File: src/rtl/mdu_pkg.sv
// Shared definitions for the iterative multiply/divide unit (mult_div_unit).
// Holds the op encodings, the FSM state encoding, the default datapath width
// and the iteration count.
package mdu_pkg;

    localparam int unsigned MDU_WIDTH = 32;
    localparam int unsigned MDU_ITERS = 32;
    localparam int unsigned MDU_CNT_W = $clog2(MDU_ITERS);

    // op encodings: bit 1 selects divide, bit 0 selects unsigned
    localparam logic [1:0] MDU_MULT  = 2'b00;
    localparam logic [1:0] MDU_MULTU = 2'b01;
    localparam logic [1:0] MDU_DIV   = 2'b10;
    localparam logic [1:0] MDU_DIVU  = 2'b11;

    // FSM state encoding (IDLE/MUL/DIV/FIX)
    localparam logic [1:0] ST_IDLE = 2'b00;
    localparam logic [1:0] ST_MUL  = 2'b01;
    localparam logic [1:0] ST_DIV  = 2'b10;
    localparam logic [1:0] ST_FIX  = 2'b11;

    function automatic logic mdu_is_signed(input logic [1:0] op);
        return ~op[0];
    endfunction

    function automatic logic mdu_is_div(input logic [1:0] op);
        return op[1];
    endfunction

endpackage

File: src/rtl/mdu_divider.sv
// Restoring unsigned divide core: one quotient bit per step_i, 32 steps.
// Only built when MDU_DIV_EN is defined; otherwise the file is empty.
// Ports:
//   clk, rst_n      clock, async active-low reset
//   load_i          capture dividend/divisor and clear the partial remainder
//   step_i          perform one restoring iteration
//   dividend_i      unsigned dividend
//   divisor_i       unsigned divisor
//   quotient_o      quotient after 32 steps (all ones for divisor 0)
//   remainder_o     remainder after 32 steps (dividend for divisor 0)
`ifdef MDU_DIV_EN
module mdu_divider
    import mdu_pkg::*;
#(
    parameter int unsigned WIDTH = MDU_WIDTH
) (
    input  logic             clk,
    input  logic             rst_n,
    input  logic             load_i,
    input  logic             step_i,
    input  logic [WIDTH-1:0] dividend_i,
    input  logic [WIDTH-1:0] divisor_i,
    output logic [WIDTH-1:0] quotient_o,
    output logic [WIDTH-1:0] remainder_o
);

    logic [WIDTH-1:0] quo_q, quo_d;
    logic [WIDTH-1:0] rem_q, rem_d;
    logic [WIDTH-1:0] dvs_q, dvs_d;
    logic [WIDTH:0]   shifted_c;
    logic             fits_c;

    // One iteration: shift in the next dividend bit, subtract if it fits.
    // The quotient register doubles as the dividend shift register.
    always_comb begin
        quo_d     = quo_q;
        rem_d     = rem_q;
        dvs_d     = dvs_q;
        shifted_c = {rem_q, quo_q[WIDTH-1]};
        fits_c    = (shifted_c >= {1'b0, dvs_q});
        if (load_i) begin
            quo_d = dividend_i;
            rem_d = '0;
            dvs_d = divisor_i;
        end else if (step_i) begin
            rem_d = fits_c ? WIDTH'(shifted_c - {1'b0, dvs_q}) : shifted_c[WIDTH-1:0];
            quo_d = {quo_q[WIDTH-2:0], fits_c};
        end
    end

    always_ff @(posedge clk or negedge rst_n) begin
        if (!rst_n) begin
            quo_q <= '0;
            rem_q <= '0;
            dvs_q <= '0;
        end else begin
            quo_q <= quo_d;
            rem_q <= rem_d;
            dvs_q <= dvs_d;
        end
    end

    assign quotient_o  = quo_q;
    assign remainder_o = rem_q;

endmodule
`endif

File: src/rtl/mult_div_unit.sv
// Iterative 32-bit multiply/divide unit with architectural HI/LO registers.
// MULT/MULTU: shift-add, 32 cycles. DIV/DIVU: restoring divide, 32 cycles
// (only with MDU_DIV_EN defined; otherwise divide ops complete in one cycle
// and leave HI/LO untouched). A FIX cycle applies sign corrections.
// Ports:
//   clock, reset_n          clock, async active-low reset
//   start, op               launch request (IDLE only) and operation
//   operand_a, operand_b    rs / rt values
//   hilo_we/sel/wdata       MTHI/MTLO write (IDLE only)
//   busy, done, div_zero    handshake status (registered)
//   hi, lo                  HI/LO registers
module mult_div_unit
    import mdu_pkg::*;
#(
    parameter int unsigned WIDTH = MDU_WIDTH
) (
    input  logic             clock,
    input  logic             reset_n,
    input  logic             start,
    input  logic [1:0]       op,
    input  logic [WIDTH-1:0] operand_a,
    input  logic [WIDTH-1:0] operand_b,
    input  logic             hilo_we,
    input  logic             hilo_sel,
    input  logic [WIDTH-1:0] hilo_wdata,
    output logic             busy,
    output logic             done,
    output logic             div_zero,
    output logic [WIDTH-1:0] hi,
    output logic [WIDTH-1:0] lo
);

    logic [1:0]           state_q, state_d;
    logic [MDU_CNT_W-1:0] cnt_q, cnt_d;
    logic [WIDTH-1:0]     mcand_q, mcand_d;
    logic [2*WIDTH-1:0]   acc_q, acc_d;
    logic                 neg_res_q, neg_res_d;
    logic                 is_div_q, is_div_d;
    logic [WIDTH-1:0]     hi_q, hi_d;
    logic [WIDTH-1:0]     lo_q, lo_d;
    logic                 busy_q, busy_d;
    logic                 done_q, done_d;
    logic                 divz_q, divz_d;

    logic                 a_neg_c, b_neg_c;
    logic [WIDTH-1:0]     abs_a_c, abs_b_c;
    logic [WIDTH:0]       mul_sum_c;
    logic [2*WIDTH-1:0]   prod_fix_c;

    // Operand magnitudes; signed ops latch absolute values plus sign flags
    always_comb begin
        a_neg_c    = mdu_is_signed(op) & operand_a[WIDTH-1];
        b_neg_c    = mdu_is_signed(op) & operand_b[WIDTH-1];
        abs_a_c    = a_neg_c ? (~operand_a + WIDTH'(1)) : operand_a;
        abs_b_c    = b_neg_c ? (~operand_b + WIDTH'(1)) : operand_b;
        // acc = {partial product, remaining multiplier bits}; add on LSB, shift right
        mul_sum_c  = {1'b0, acc_q[2*WIDTH-1:WIDTH]} + (acc_q[0] ? {1'b0, mcand_q} : '0);
        prod_fix_c = neg_res_q ? (~acc_q + (2*WIDTH)'(1)) : acc_q;
    end

`ifdef MDU_DIV_EN
    logic             neg_rem_q, neg_rem_d;
    logic             b_zero_q, b_zero_d;
    logic [WIDTH-1:0] quo_c, rem_c;
    logic [WIDTH-1:0] quo_fix_c, rem_fix_c;

    mdu_divider #(
        .WIDTH (WIDTH)
    ) u_divider (
        .clk         (clock),
        .rst_n       (reset_n),
        .load_i      ((state_q == ST_IDLE) && start && mdu_is_div(op)),
        .step_i      (state_q == ST_DIV),
        .dividend_i  (abs_a_c),
        .divisor_i   (abs_b_c),
        .quotient_o  (quo_c),
        .remainder_o (rem_c)
    );

    // Quotient negative iff signs differ; remainder follows dividend sign
    always_comb begin
        quo_fix_c = neg_res_q ? (~quo_c + WIDTH'(1)) : quo_c;
        rem_fix_c = neg_rem_q ? (~rem_c + WIDTH'(1)) : rem_c;
    end
`endif

    // Next-state and datapath control
    always_comb begin
        state_d   = state_q;
        cnt_d     = cnt_q;
        mcand_d   = mcand_q;
        acc_d     = acc_q;
        neg_res_d = neg_res_q;
        is_div_d  = is_div_q;
        hi_d      = hi_q;
        lo_d      = lo_q;
        busy_d    = busy_q;
        done_d    = 1'b0;
        divz_d    = 1'b0;
`ifdef MDU_DIV_EN
        neg_rem_d = neg_rem_q;
        b_zero_d  = b_zero_q;
`endif
        case (state_q)
            ST_IDLE: begin
                if (hilo_we) begin
                    if (hilo_sel) hi_d = hilo_wdata;
                    else          lo_d = hilo_wdata;
                end
                if (start) begin
                    busy_d    = 1'b1;
                    cnt_d     = '0;
                    is_div_d  = mdu_is_div(op);
                    neg_res_d = a_neg_c ^ b_neg_c;
                    mcand_d   = abs_a_c;
                    acc_d     = {{WIDTH{1'b0}}, abs_b_c};
`ifdef MDU_DIV_EN
                    neg_rem_d = a_neg_c;
                    b_zero_d  = (operand_b == '0);
                    state_d   = mdu_is_div(op) ? ST_DIV : ST_MUL;
`else
                    // No divider: divide ops go straight to FIX and write nothing
                    state_d   = mdu_is_div(op) ? ST_FIX : ST_MUL;
`endif
                end
            end
            ST_MUL: begin
                acc_d = {mul_sum_c, acc_q[WIDTH-1:1]};
                cnt_d = cnt_q + MDU_CNT_W'(1);
                if (cnt_q == MDU_CNT_W'(MDU_ITERS - 1)) state_d = ST_FIX;
            end
`ifdef MDU_DIV_EN
            ST_DIV: begin
                cnt_d = cnt_q + MDU_CNT_W'(1);
                if (cnt_q == MDU_CNT_W'(MDU_ITERS - 1)) state_d = ST_FIX;
            end
`endif
            ST_FIX: begin
                state_d = ST_IDLE;
                busy_d  = 1'b0;
                done_d  = 1'b1;
                if (!is_div_q) begin
                    {hi_d, lo_d} = prod_fix_c;
                end
`ifdef MDU_DIV_EN
                else if (b_zero_q) begin
                    // Divide by zero: raw remainder equals |a|, so the dividend-sign
                    // fix restores operand_a exactly; quotient is forced to all ones
                    lo_d   = '1;
                    hi_d   = rem_fix_c;
                    divz_d = 1'b1;
                end else begin
                    lo_d = quo_fix_c;
                    hi_d = rem_fix_c;
                end
`endif
            end
            default: begin
                state_d = ST_IDLE;
                busy_d  = 1'b0;
            end
        endcase
    end

    // State and datapath registers
    always_ff @(posedge clock or negedge reset_n) begin
        if (!reset_n) begin
            state_q   <= ST_IDLE;
            cnt_q     <= '0;
            mcand_q   <= '0;
            acc_q     <= '0;
            neg_res_q <= 1'b0;
            is_div_q  <= 1'b0;
            hi_q      <= '0;
            lo_q      <= '0;
            busy_q    <= 1'b0;
            done_q    <= 1'b0;
            divz_q    <= 1'b0;
`ifdef MDU_DIV_EN
            neg_rem_q <= 1'b0;
            b_zero_q  <= 1'b0;
`endif
        end else begin
            state_q   <= state_d;
            cnt_q     <= cnt_d;
            mcand_q   <= mcand_d;
            acc_q     <= acc_d;
            neg_res_q <= neg_res_d;
            is_div_q  <= is_div_d;
            hi_q      <= hi_d;
            lo_q      <= lo_d;
            busy_q    <= busy_d;
            done_q    <= done_d;
            divz_q    <= divz_d;
`ifdef MDU_DIV_EN
            neg_rem_q <= neg_rem_d;
            b_zero_q  <= b_zero_d;
`endif
        end
    end

    assign busy     = busy_q;
    assign done     = done_q;
    assign div_zero = divz_q;
    assign hi       = hi_q;
    assign lo       = lo_q;

endmodule

File: config.mk
export PLATFORM = sky130hd
export DESIGN_NAME = mult_div_unit
export DESIGN_NICKNAME = d
export VERILOG_FILES = /design/src/rtl/mdu_pkg.sv /design/src/rtl/mdu_divider.sv /design/src/rtl/mult_div_unit.sv
export SDC_FILE = /design/constraint.sdc
export NUM_CORES = 1
export LEC_CHECK = 0
export CORE_ASPECT_RATIO = 1.25
export CORE_MARGIN = 8
export CORE_UTILIZATION = 50
export DETAILED_ROUTE_END_ITERATION = 16
export GPL_TIMING_DRIVEN = 0
export PLACE_DENSITY_LB_ADDON = 0.25
export SYNTH_ARGS = -nofsm -noshare
export SYNTH_HDL_FRONTEND = slang
export SYNTH_SLANG_ARGS = --single-unit
File: constraint.sdc
create_clock -name clock -period 4.08 [get_ports clock]
set_input_delay 1.02 -clock clock [delete_from_list [all_inputs] [get_ports clock]]
set_output_delay 1.02 -clock clock [all_outputs]
set_load 0.01 [all_outputs]
==> flow_metrics.env, run 1 <==
export IMPL_swShare_pct=45.9
export IMPL_postRouteAntennaNets=0
export IMPL_synth_edf_count=0
export IMPL_crit_fanout=10
export IMPL_hold_ws_ns=0.471
export IMPL_yosysSeqAreaShare_pct=37.2
export IMPL_vias_per_cell=6.28
export IMPL_drv_cap=0
export IMPL_antenna_found_initial=0
export IMPL_switchingPower_uw=5170
export IMPL_port_buffers=168
export IMPL_start_util_pct=50.4
export IMPL_clockBufferDepth=2
export IMPL_area_growth_syn_to_layout_pct=23.2
export IMPL_synth_cell_types=66
export IMPL_grt_overflow_total=0
export IMPL_synthCells=1370
export IMPL_crit_chain="buf_2 > clkbuf_1 > and2_1 > ha_1 > a21oi_1 > nand2_1 > o21a_1 > o41a_1 > a21boi_0 > xor2_1 > o21ai_0"
export IMPL_coreArea_sq_um=22800
export IMPL_totalWireLength_um=39600
export IMPL_finalWorstSetupSlack_ns=0.384
export IMPL_finalCriticalPeriod_ns=3.70
export IMPL_finalClockSkew_ns=0.0124
export IMPL_cp_end_kind="register"
export IMPL_clk_latency_ns=0.45
export IMPL_detail_route_wl_per_cell_um=21.3
export IMPL_clkPwrFrac_pct=15.0
export IMPL_die_h_um=186
export IMPL_drive_above_1_share_pct=3.18
export IMPL_synthAdderAreaFrac_pct=4.20
export IMPL_fin_crit_sh_pct=90.6
export IMPL_synth_top_family_by_area="compound AO/OA/AOI/OAI gates"
export IMPL_path_buf_inv=2
export IMPL_worstSetupPathType="register to register"
export IMPL_critPathTopFamily="compound AO/OA/AOI/OAI gates"
export IMPL_avgSynthCellArea_sq_um=8.39
export IMPL_drt_iter0_drc=1074
export IMPL_cts_hold_buf=0
export IMPL_crit_path_start_kind="register"
export IMPL_grt_start_max_net_pins=93
export IMPL_syn_area_sq_um=11500
export IMPL_max_vdd_ir_drop_v=0.000460
export IMPL_ys_ff_latch=171
export IMPL_synthSimpleGateAreaFrac_pct=19.9
export IMPL_yosysWarnings=0
export IMPL_worstMarginPinSlew_ns=1.03
export IMPL_crit_arrival_ns=3.99
export IMPL_grt_pass1_vias=11456
export IMPL_grt_pass1_wl_um=61800
export IMPL_power_internal_uw=6110
export IMPL_place_congestion=0.989
export IMPL_cts_resized=0
export IMPL_numCtsBuffers=17
export IMPL_drt_first_pass_iters=6
export IMPL_synth_top_area_share_pct=37.2
export IMPL_die_w_um=152
export IMPL_rows=62
export IMPL_vias=11676
export IMPL_setup_viol=0
export IMPL_slowest_stage="a21boi_0"
export IMPL_num_antenna_cells=0
export IMPL_maxSlewHeadroom_pct=31.0
export IMPL_power_density_nw_per_um2=796
export IMPL_pre_cts_ws_ns=0.108
export IMPL_post_cts_setup_buffers=0
export IMPL_maxSlewViolCount=0
export IMPL_p_leak_uw=0.00564
export IMPL_async_flop_share_pct=100
export IMPL_synth_ff_type="dfrtp_1"
export IMPL_required_ns=4.38
export IMPL_synth_area_leaders="dfrtp_1 (37%), xor2_1 (5.5%), o21ai_0 (5.4%)"
export IMPL_slowest_delay_ns=0.72
export IMPL_hold_viol=0
export IMPL_grtUsageTotal_pct=28.3
export IMPL_cts_root_buf="clkbuf_16"
export IMPL_clock_sinks=171
export IMPL_synth_largest_area_cell="dfrtp_1"
export IMPL_drc_errors=0
export IMPL_dieArea_sq_um=28100
export IMPL_seqPwrFrac_pct=30.6
export IMPL_postLayoutCoreUtil_pct=62.1
export IMPL_layout_nets=1699
export IMPL_rsz0062_at_grt="false"
export IMPL_cts_clk_slew_worst_paths_ns=0.08
export IMPL_dp_hpwl_um=31300
export IMPL_fmax_mhz=271
export IMPL_synth_mux_area_share_pct=0.348
export IMPL_hp_class="register to register"
export IMPL_status="finished, final reports clean"
export IMPL_pwr_share_comb_pct=54.5
export IMPL_synth_compound_area_share_pct=24.1
export IMPL_io_pin_count=170
export IMPL_tritoncts="built"
export IMPL_synth_nets=1511
export IMPL_synth_xor_area_share_pct=10.3
export IMPL_cts_max_level=4
kinds of logic (layout without fill, tap and decap cells):
family	count (synthesis)	after routing
buffers and inverters	119	320
adders and majority gates	38	38
AOI/OAI and AO/OA	427	427
DFF	171	171
xor gates and xnor gates	135	135
other	1	1
muxes	4	4
and+or+nand+nor	475	475
layer usage:
metal  part of all wire (%)  up-vias  global-route usage [%]
met5                      0        -                       0
met4                    5.3        0                    15.4
met3                    8.4      146                    4.79
met2                     48      612                    47.8
met1                     38     5514                    33.5
li1                       -     5404                       -
final timing paths:
check                      cells past startpoint         from  slack [ns]     endpoint
setup / recovery                              11     acc_q[0]        0.38    acc_q[52]
hold / removal                                 2  mcand_q[15]        0.47  mcand_q[15]
setup reg to reg                              11     acc_q[0]        0.38    acc_q[52]
hold reg to reg                                2  mcand_q[15]        0.47  mcand_q[15]
max in group asynchronous                      2      reset_n        2.65     cnt_q[1]
min in group asynchronous                      1      reset_n        0.53         done
synth_stat cells (all sizes together) (11+ instances only):
cell type and count:
nand4 17, o21ai 125, or3 21, nand3 25, a31oi 15, nor3 23
nor2 147, or4 16, and2 35, a221oi 35, clkbuf 75, o31ai 51
nand2 135, inv 30, and3 17, a22oi 17, o22ai 29, nor4 13
ha 37, o41ai 15, dfrtp 171, xor2 72, xnor2 63, a21o 11
a21oi 77, buf 12
metrics by stage:
step / std cells / instance area (sq um) / setup TNS (ns) / total power [uW]
5_1_grt: 1859 / 14200 / 0 / 12000
6_report: 1859 / 14200 / 0 / 11300
3_3_place_gp: 1826 / 13500 / -862.27 / 9350
4_1_cts: 1859 / 14200 / 0 / 11200
2_1_floorplan: 1370 / 11500 / 0 / 7140
3_5_place_dp: 1827 / 13600 / 0 / 9500
power by group through the flow:
stage          logic, uW  clock network [uW]  registers [uW]
2_1_floorplan       3860                   0            3280
3_3_place_gp        5920                   0            3420
3_5_place_dp        6050                   0            3450
4_1_cts             6080                1680            3410
5_1_grt             6750                1750            3540
6_report            6150                1690            3450
cells in the final DEF, fill, tap and decap left out, types with 13 or more instances in the layout:
master,n
or4_1,13
a22oi_1,17
nand3_1,25
xor2_1,72
a221oi_1,35
inv_1,30
a21oi_1,77
dfrtp_1,171
ha_1,37
nor3_1,23
o31ai_1,51
and3_1,17
o21ai_0,123
nand4_1,17
nor2_1,147
and2_1,34
xnor2_1,63
o22ai_1,29
clkdlybuf4s50_1,167
or3_1,21
o41ai_1,14
clkbuf_16,17
a31oi_1,15
nand2_1,135
clkbuf_1,76
worst register-to-register path: stages, from the launching register on:
cell and delay, ns:
dfrtp_1 0.32, buf_2 0.28, clkbuf_1 0.31, and2_1 0.22
ha_1 0.29, a21oi_1 0.27, nand2_1 0.13, o21a_1 0.25
o41a_1 0.46, a21boi_0 0.72, xor2_1 0.21, o21ai_0 0.10
cell type report:
cell class	instances	area, sq um
plain buffers	87	333
clock buffers	19	443
clock inverters	13	153
fillers	2041	8640
inverters	32	120
multi-input cells	1080	6760
flip-flops and latches	171	4280
well taps	288	360
repair buffers	169	1710
state kept, by name, indices dropped and copies added (netlist names):
signal	count
is_div_q	1
done	1
mcand_q	32
acc_q	64
busy	1
hi	32
cnt_q	5
neg_res_q	1
lo	32
state_q	2
Power figures use the tool's default switching activity.
==> inputs of run 2 (changes only) <==
--- a/config.mk
+++ b/config.mk
@@ -7,7 +7,7 @@
 export LEC_CHECK = 0
 export CORE_ASPECT_RATIO = 1.25
 export CORE_MARGIN = 8
-export CORE_UTILIZATION = 50
+export CORE_UTILIZATION = 55
 export DETAILED_ROUTE_END_ITERATION = 16
 export GPL_TIMING_DRIVEN = 0
 export PLACE_DENSITY_LB_ADDON = 0.25
==> run 2 against run 1 <==
Net effect: hold slack gained 0.0044 ns; worst setup slack gained 0.037 ns; cell count shrank 0.75%; largest power group unchanged.
==> flow_metrics.env, run 2 (synthesized netlist as in run 1, its figures left out) <==
export IMPL_die_w_um=145
export IMPL_vias=11769
export IMPL_rows=59
export IMPL_placed_area_sq_um=13600
export IMPL_numCtsBuffers=17
export IMPL_cts_hold_buf=0
export IMPL_maxSlewViolCount=0
export IMPL_max_vdd_ir_drop_v=0.000397
export IMPL_drive_above_1_share_pct=3.25
export IMPL_clock_sinks=171
export IMPL_fin_crit_sh_pct=89.7
export IMPL_cp_end_kind="register"
export IMPL_nFillCells=1792
export IMPL_grt_overflow_total=0
export IMPL_power_uw=11400
export IMPL_io_pin_count=170
export IMPL_crit_fanout=10
export IMPL_worstMarginPinSlew_ns=1.15
export IMPL_tritoncts="built"
export IMPL_drt_first_pass_iters=7
export IMPL_reg2reg_depth=11
export IMPL_grt_pass1_wl_um=63600
export IMPL_vias_per_cell=6.38
export IMPL_final_common_cell="dfrtp_1"
export IMPL_totalWireLength_um=40300
export IMPL_required_ns=4.39
export IMPL_clk_latency_ns=0.45
export IMPL_dp_hpwl_um=31800
export IMPL_place_inst=1813
export IMPL_coreArea_sq_um=20700
export IMPL_drc_errors=0
export IMPL_design_area_sq_um=14200
export IMPL_grt_start_max_net_pins=94
export IMPL_regMostFlops="acc_q"
export IMPL_setup_viol=0
export IMPL_p_leak_uw=0.00565
export IMPL_worstReg2RegStart="acc_q[0]"
export IMPL_port_buffers=168
export IMPL_die_h_um=178
export IMPL_drt_iter0_drc=960
export IMPL_area_growth_syn_to_layout_pct=23.3
export IMPL_crit_arrival_ns=3.97
export IMPL_r2r_end="acc_q[52]"
export IMPL_hp_class="register to register"
export IMPL_cts_max_level=4
export IMPL_grt_pass1_vias=11676
export IMPL_worstSetupPathType="register to register"
export IMPL_reg2reg_slack_ns=0.42
export IMPL_postRouteAntennaNets=0
export IMPL_hold_viol=0
export IMPL_finalClockSkew_ns=0.0120
export IMPL_layout_nets=1699
export IMPL_place_congestion=0.959
export IMPL_fmax_mhz=273
export IMPL_fin_cells=1845
export IMPL_crit_path_start_kind="register"
export IMPL_start_util_pct=55.6
export IMPL_detail_route_wl_per_cell_um=21.9
export IMPL_largest_reg_flops=64
export IMPL_hold_end="mcand_q[9]"
export IMPL_post_cts_setup_buffers=0
export IMPL_status="finished, final reports clean"
export IMPL_rsz0062_at_grt="false"
export IMPL_clockBufferDepth=2
export IMPL_cts_root_buf="clkbuf_16"
export IMPL_finalCriticalPeriod_ns=3.66
export IMPL_min_path_cells=2
export IMPL_antenna_found_initial=0
export IMPL_dieArea_sq_um=25800
export IMPL_hold_start="mcand_q[9]"
export IMPL_power_density_nw_per_um2=805
export IMPL_maxSlewHeadroom_pct=23.2
export IMPL_cts_clk_slew_worst_paths_ns=0.08
export IMPL_num_antenna_cells=0
export IMPL_drv_cap=0
export IMPL_cts_resized=0
export IMPL_most_common_layout_cells="dfrtp_1 (171), clkdlybuf4s50_1 (167), nor2_1 (147)"
export IMPL_grtUsageTotal_pct=31.1
[run 2: cell types whose count changed in the layout (fill, tap and decap cells not counted)]
cell | before | now
inv_8 | 0 | 4
inv_6 | 7 | 4
clkinv_8 | 0 | 2
clkbuf_1 | 76 | 75
clkbuf_8 | 1 | 0
clkinv_2 | 1 | 0
[run 2: worst max path at each step]
| stage | start | endpoint | cells after the start |
|---|---|---|---|
| 5_1_grt | operand_a[1] | mcand_q[30] | 10 |
| 6_report | acc_q[0] | acc_q[52] | 11 |
| 2_1_floorplan | operand_b[5] | acc_q[27] | 8 |
| 3_5_place_dp | operand_a[1] | mcand_q[28] | 10 |
| 4_1_cts | acc_q[0] | acc_q[52] | 11 |
| 3_3_place_gp | reset_n | is_div_q | 1 |
[run 2: critical path: stages (launching register included)]
cell and delay [ns]:
dfrtp_1 0.33, buf_2 0.26, clkbuf_1 0.28, and2_1 0.21
ha_1 0.30, a21oi_1 0.29, nand2_1 0.15, o21a_1 0.25
o41a_1 0.46, a21boi_0 0.70, xor2_1 0.20, o21ai_0 0.09
[run 2: cell type report]
cell class | instances | area (sq um) | share of cell area, %
buffer | 87 | 333 | 2.35
clock buffer | 17 | 425 | 3.00
clock inverter | 15 | 199 | 1.40
inverter | 32 | 120 | 0.847
multi-input combinational | 1080 | 6760 | 47.7
sequential | 171 | 4280 | 30.2
tap | 274 | 343 | 2.42
timing repair buffer | 169 | 1710 | 12.1
[run 2: where the power goes]
| group | internal [uW] | switching, uW |
|---|---|---|
| Clock | 940 | 793 |
| Sequential | 2550 | 876 |
| Combinational | 2620 | 3630 |
[run 2: stage by stage]
step / hold WS (ns) / setup slack, ns / util (%) / TNS, ns
global placement: 0.453 / -5.10 / 65.4 / -870.02
global route: 0.495 / 0.144 / 68.6 / 0
finish: 0.475 / 0.421 / 68.6 / 0
floorplan: 0.442 / 1.08 / - / 0
CTS: 0.480 / 0.425 / 68.6 / 0
detailed placement: 0.462 / 0.0365 / 65.6 / 0
[run 2: per-layer routing]
| metal | routed length [um] | vias to the layer above | global-route usage (%) |
|---|---|---|---|
| li1 | - | 5390 | - |
| met1 | 15100 | 5671 | 35.1 |
| met2 | 20300 | 591 | 54.9 |
| met3 | 2990 | 117 | 6.58 |
| met4 | 1970 | 0 | 16.4 |
| met5 | 0 | - | 0 |
==> inputs of run 3 (changes only) <==
--- a/config.mk
+++ b/config.mk
@@ -8,6 +8,7 @@
 export CORE_ASPECT_RATIO = 1.25
 export CORE_MARGIN = 8
 export CORE_UTILIZATION = 55
+export CTS_CLUSTER_SIZE = 40
 export DETAILED_ROUTE_END_ITERATION = 16
 export GPL_TIMING_DRIVEN = 0
 export PLACE_DENSITY_LB_ADDON = 0.25
==> results of run 3 <==
Final layout, timing and power as in run 2 (identical DEF).
